### config.mk
export PLATFORM = sky130hd
export DESIGN_NAME = relu_stream
export DESIGN_NICKNAME = d
export VERILOG_FILES = /design/src/rtl/relu_pkg.sv /design/src/rtl/relu_stream_lane.sv /design/src/rtl/relu_stream.sv
export SDC_FILE = /design/constraint.sdc
export NUM_CORES = 1
export LEC_CHECK = 0
export BUFFER_PORTS_ARGS = -buffer_cell sky130_fd_sc_hd__buf_2
export CAP_MARGIN = 20
export CORE_ASPECT_RATIO = 1.2
export CORE_MARGIN = 8
export CORE_UTILIZATION = 25
export CTS_CLUSTER_SIZE = 16
export DETAILED_ROUTE_END_ITERATION = 8
export GPL_ROUTABILITY_DRIVEN = 0
export PLACE_DENSITY = 0.43
export SKIP_CTS_REPAIR_TIMING = 1
export SLEW_MARGIN = 15
export SYNTH_ARGS = -nofsm -noshare
export SYNTH_HDL_FRONTEND = slang
export SYNTH_SLANG_ARGS = --single-unit
export TNS_END_PERCENT = 50
### constraint.sdc
create_clock -name clk -period 5.5 [get_ports clk]
set_input_delay 0.275 -clock clk [delete_from_list [all_inputs] [get_ports clk]]
set_output_delay 0.275 -clock clk [all_outputs]
set_load 0.01 [all_outputs]
### src/rtl/relu_pkg.sv
// Shared constants for the streaming FP32 activation unit: mode encodings and FP32 field layout.
package relu_pkg;

  localparam logic [1:0] MODE_RELU  = 2'd0;
  localparam logic [1:0] MODE_LEAKY = 2'd1;
  localparam logic [1:0] MODE_CLAMP = 2'd2;

  localparam int unsigned FP_W    = 32;
  localparam int unsigned EXP_MSB = 30;
  localparam int unsigned EXP_LSB = 23;
  localparam logic [7:0]  EXP_MAX = 8'hFF;

  localparam logic [FP_W-1:0] FP_POS_ZERO = 32'h0000_0000;
  localparam logic [FP_W-1:0] FP_NEG_ZERO = 32'h8000_0000;

endpackage

### src/rtl/relu_stream_lane.sv
// Combinational per-lane activation: ReLU, power-of-two leaky ReLU, or clamped ReLU on raw FP32 bits.
module relu_lane
  import relu_pkg::*;
#(
  parameter int unsigned LEAK_SHIFT = 3
) (
  input  logic [FP_W-1:0] din,
  input  logic [1:0]      mode,
  input  logic [FP_W-1:0] clamp_val,
  output logic [FP_W-1:0] dout
);

  logic       sign;
  logic [7:0] exp_in;

  assign sign   = din[FP_W-1];
  assign exp_in = din[EXP_MSB:EXP_LSB];

  always_comb begin
    dout = din;
    case (mode)
      MODE_LEAKY: begin
        // Negative inf/NaN pass; tiny magnitudes flush to -0 instead of going denormal.
        if (sign && (exp_in != EXP_MAX)) begin
          if (exp_in <= 8'(LEAK_SHIFT)) begin
            dout = FP_NEG_ZERO;
          end else begin
            dout = {sign, exp_in - 8'(LEAK_SHIFT), din[EXP_LSB-1:0]};
          end
        end
      end
      MODE_CLAMP: begin
        // Magnitude compare on raw bits also routes +inf and +NaN to the bound.
        if (sign) begin
          dout = FP_POS_ZERO;
        end else if (din[EXP_MSB:0] > clamp_val[EXP_MSB:0]) begin
          dout = clamp_val;
        end
      end
      default: begin
        if (sign) dout = FP_POS_ZERO;
      end
    endcase
  end

endmodule

### src/rtl/relu_stream.sv
// Two-stage valid/ready FP32 activation pipeline with a saturating count of negative input lanes.
module relu_stream
  import relu_pkg::*;
#(
  parameter int unsigned LANES      = 4,
  parameter int unsigned LEAK_SHIFT = 3,
  parameter int unsigned CNT_W      = 32
) (
  input  logic                  clk,
  input  logic                  reset,
  input  logic [1:0]            mode,
  input  logic [FP_W-1:0]       clamp_val,
  input  logic                  s_valid,
  output logic                  s_ready,
  input  logic [FP_W*LANES-1:0] s_data,
  input  logic                  s_last,
  output logic                  m_valid,
  input  logic                  m_ready,
  output logic [FP_W*LANES-1:0] m_data,
  output logic                  m_last,
  input  logic                  cnt_clr,
  output logic [CNT_W-1:0]      neg_count
);

  localparam int unsigned DW    = FP_W * LANES;
  localparam int unsigned PC_W  = $clog2(LANES + 1);
  localparam int unsigned SUM_W = CNT_W + PC_W;

  logic            s1_valid;
  logic [DW-1:0]   s1_data;
  logic            s1_last;
  logic [1:0]      s1_mode;
  logic [FP_W-1:0] s1_clamp;
  logic [DW-1:0]   lane_out;
  logic            s2_en;
  logic            accept;
  logic [PC_W-1:0] neg_lanes;
  logic [SUM_W-1:0] cnt_sum;
  logic [CNT_W-1:0] cnt_next;

  assign s2_en   = !m_valid || m_ready;
  assign s_ready = !s1_valid || s2_en;
  assign accept  = s_valid && s_ready;

  for (genvar g = 0; g < LANES; g++) begin : g_lane
    relu_lane #(.LEAK_SHIFT(LEAK_SHIFT)) u_lane (
      .din      (s1_data[FP_W*g +: FP_W]),
      .mode     (s1_mode),
      .clamp_val(s1_clamp),
      .dout     (lane_out[FP_W*g +: FP_W])
    );
  end

  // Sign popcount of the incoming beat, added with headroom then saturated.
  always_comb begin
    neg_lanes = '0;
    for (int i = 0; i < LANES; i++) begin
      neg_lanes = neg_lanes + PC_W'(s_data[FP_W*i + FP_W - 1]);
    end
    cnt_sum  = SUM_W'(neg_count) + SUM_W'(neg_lanes);
    cnt_next = (|cnt_sum[SUM_W-1:CNT_W]) ? '1 : cnt_sum[CNT_W-1:0];
  end

  always_ff @(posedge clk) begin
    if (reset) begin
      s1_valid  <= 1'b0;
      s1_data   <= '0;
      s1_last   <= 1'b0;
      s1_mode   <= MODE_RELU;
      s1_clamp  <= '0;
      m_valid   <= 1'b0;
      m_data    <= '0;
      m_last    <= 1'b0;
      neg_count <= '0;
    end else begin
      if (s_ready) begin
        s1_valid <= s_valid;
        if (s_valid) begin
          s1_data  <= s_data;
          s1_last  <= s_last;
          s1_mode  <= mode;
          s1_clamp <= clamp_val;
        end
      end
      // Output stage only advances when empty or drained, so m_* stay frozen under stall.
      if (s2_en) begin
        m_valid <= s1_valid;
        if (s1_valid) begin
          m_data <= lane_out;
          m_last <= s1_last;
        end
      end
      if (cnt_clr) begin
        neg_count <= '0;
      end else if (accept) begin
        neg_count <= cnt_next;
      end
    end
  end

endmodule

==> run_results.csv <==
group,metric,value,unit
worst_setup_path,crit_fanout,23,
route,wl_met3,5440,um
worst_setup_path,path_buf_inv,2,
clocking,path_clk_slew,0.06,ns
place,place.port_buffers,330,
synthesis,yosysTopAreaCellShare,0.387,
worst_setup_path,worst-setup-path-type,"flip-flop to flip-flop",
timing,drv_slew,0,
synthesis,syn-num-nets,2428,
worst_setup_path,cpPeakStageDelay,0.59,ns
global_route,grt_pass1_wl,115000,um
timing,tightest_slew,1.05,ns
cells_and_area,fillers,7186,
route,wl_per_cell,23.1,um
route,vias_per_cell,5.12,
clocking,h-tree-depth,2,
timing,min_period,3.80,ns
route,drt-met1-wl,32100,um
die,die-area,76000,um2
power,p_per_area,294,nW/um2
die,die_x,253,um
worst_setup_path,critPathRequiredTime,6.00,ns
worst_setup_path,crit_family,"simple AND/OR/NAND/NOR gates",
synthesis,ys_top_cells_by_area,"dfxtp_1 39%, nand2_1 11%, ha_1 9.7%",
place,dp_cells,3240,
global_route,grt_pass1_vias,17021,
synthesis,synth_compound_area_frac,0.228,
timing,worst_slew_margin_rel,0.298,
die,pin_count,331,
global_route,grt_max_degree,102,
worst_hold_path,worstHoldPathCells,3,
worst_setup_path,worstRegToRegCells,11,
timing,fin_skew,0.0130,ns
power,leakagePower,9.20,nW
clocking,tritoncts,"built",
worst_setup_path,worst-endpoint-arrival,4.30,ns
synthesis,ys_ff_latch,326,
timing,fmax,0.263,GHz
flow_run,drv_cap,0,
synthesis,synth-edff-count,0,
power,ir_drop,0.174,mV
global_route,grt_antenna_before_repair,2,
cells_and_area,fin_cells,3444,
route,drt_pass1_iterations,6,
worst_setup_path,timing.rr.start,"s1_clamp[10]",
timing,hold_viol_final,2,
synthesis,synth_top_cell_by_area,"dfxtp_1",
synthesis,synth_xor_area_frac,0.0156,
route,top_layer,"met5",
synthesis,ys_warn_count,0,
worst_setup_path,start_kind,"flip-flop",
timing,fin_hold_ws,-0.00276,ns
route,drtAntennaViolNets,0,
worst_setup_path,r2r_slack,1.70,ns
synthesis,synth.area.mux_share,0.0103,
die,rows,104,
timing,rsz0062_at_grt,"false",
clocking,cts-buffers-inserted,40,
timing,finalCritPeriodShare,0.691,
die,initial_core_util,0.252,
worst_setup_path,r2r_end,"m_data[74]",
synthesis,async_flop_share,0,
route,routed_wl,79500,um
synthesis,synth_ff_type,"dfxtp_1",
cells_and_area,drive_gt1_frac,0.178,
synthesis,synthesis.area,16900,um2
route,num_vias,17623,
synthesis,synth_top_family_by_area,"compound AO/OA/AOI/OAI gates",
cells_and_area,syn_to_final_growth,31.3,%
route,drtIter0Drc,1453,
route,drc,0,
clocking,cts.sinks,326,
global_route,grt_use_total,0.200,
place,dp_hpwl,59900,um
synthesis,syn_inst,2126,
die,core_area,66900,um2
timing,setup_viol,0,
worst_hold_path,min_from,"clamp_val[21]",
cells_and_area,nNetsFinal,2813,
clocking,cts_root_buf,"clkbuf_16",
worst_setup_path,crit_slowest_cell,"a22oi_2",
worst_setup_path,path_cells,"inv_1, ha_1, and4_1, nand3_1, nor3_1, nand3_1, a22oi_2, nor2b_1, o21a_1, buf_4, a221o_1",
outcome,outcome,"finished with violations",
route,wl_met2,39800,um
synthesis,syn_area_per_cell,7.93,um2
synthesis,ys_types,70,
clocking,clock_path_buffers,3,
worst_hold_path,hp-class,"input port to flip-flop",
worst_setup_path,crit_top_cell,"nand3_1",
synthesis,synth-seq-area-share,0.387,
outcome,violations,"hold timing",
synthesis,yosys.area_share.simple,0.211,
synthesis,synthAdderAreaFrac,0.101,
clocking,insertion_delay,0.57,ns
timing,finalSetupTns,0,ns
die,fp.dieH,300,um
global_route,grt_overflow_total,0,
worst_hold_path,holdPathEnd,"s1_clamp[21]",
worst_setup_path,endpoint_kind,"flip-flop",
[placed cells by master, fill, tap and decap left out, types with 62 or more instances in the layout]
cell,count
nand2_1,486
buf_2,329
dfxtp_1,326
a21oi_1,303
ha_1,131
dlygate4sd3_1,130
nand3_1,76
o21ai_0,67
nor2_1,66
inv_1,62
[cell families (layout without fill, tap and decap cells)]
group / after synthesis / count (layout)
other: 0 / 1
flip-flops: 326 / 326
multiplexers: 17 / 17
adder cells (fa/ha/maj): 134 / 134
AND/OR/NAND/NOR: 808 / 808
buffers and inverters: 208 / 624
XOR/XNOR: 30 / 30
AO/OA/AOI/OAI: 603 / 603
[worst max-delay path by stage]
stage                       startpoint       endpoint  depth (start not counted)
after detailed placement    s_data[31]  neg_count[16]                         12
after floorplan           s1_clamp[30]    m_data[100]                         11
after global placement      s_data[31]  neg_count[10]                         12
final                     s1_clamp[10]     m_data[74]                         11
after CTS                 s1_clamp[10]     m_data[74]                         11
after global routing       s1_clamp[2]     m_data[74]                         11
[where the power goes]
part	internal, mW	switching [mW]	total [mW]
sequential	2.45	0.144	2.59
clock	1.81	1.13	2.94
combinational	0.371	0.609	0.980
[Yosys cell counts (all sizes together) (2+ instances only)]
cell type	instances
a211o	3
a211oi	20
a21o	5
a21oi	304
a221o	50
a221oi	14
a222oi	2
a22o	5
a22oi	32
a31oi	10
a32oi	24
and2	4
and3	14
and4	3
buf	22
clkbuf	123
dfxtp	326
fa	3
ha	131
inv	63
mux2	3
mux2i	14
nand2	487
nand2b	18
nand3	76
nand3b	7
nand4	31
nor2	69
nor2b	16
nor3	52
nor4	14
nor4b	4
o211ai	7
o21a	2
o21ai	73
o22ai	5
o2bb2ai	23
o311ai	3
o31a	3
o31ai	6
o41ai	2
or3	6
or4	3
xnor2	10
xor2	20
[sequential cells by signal, indices dropped and copies added (netlist names)]
register,cells
m_data,128
m_last,1
m_valid,1
neg_count,32
s1_clamp,32
s1_data,128
s1_last,1
s1_mode,2
s1_valid,1
[worst min-delay path: stages]
cell	delay (ns)
buf_2	0.10
nand2_1	0.08
a21oi_1	0.06
[through the flow]
stage                     worst slack (ns)   util  power, mW  area (um2)
after global placement                1.73  0.289       3.54       19400
final                                 1.70  0.331       6.51       22100
after CTS                             1.73  0.311       6.52       20800
after floorplan                       2.51      -       3.14       16900
after detailed placement              1.73  0.290       3.55       19400
after global routing                  1.48  0.331       6.80       22100
[cell type report]
cell class | count | area, um2 | area share
clock inverters | 17 | 259 | 0.0117
multi-input cells | 1592 | 9600 | 0.434
repair buffers | 488 | 3180 | 0.144
well taps | 901 | 1130 | 0.0509
diodes | 1 | 2.50 | 0.000113
inverters | 63 | 236 | 0.0107
flip-flops and latches | 326 | 6530 | 0.295
clock buffers | 56 | 1200 | 0.0543
[layer usage]
metal,GRT usage,vias up
li1,-,8419
met3,0.0483,113
met5,0,-
met1,0.235,8489
met4,0.0522,2
met2,0.359,600
(Power assumes the default switching activity.)
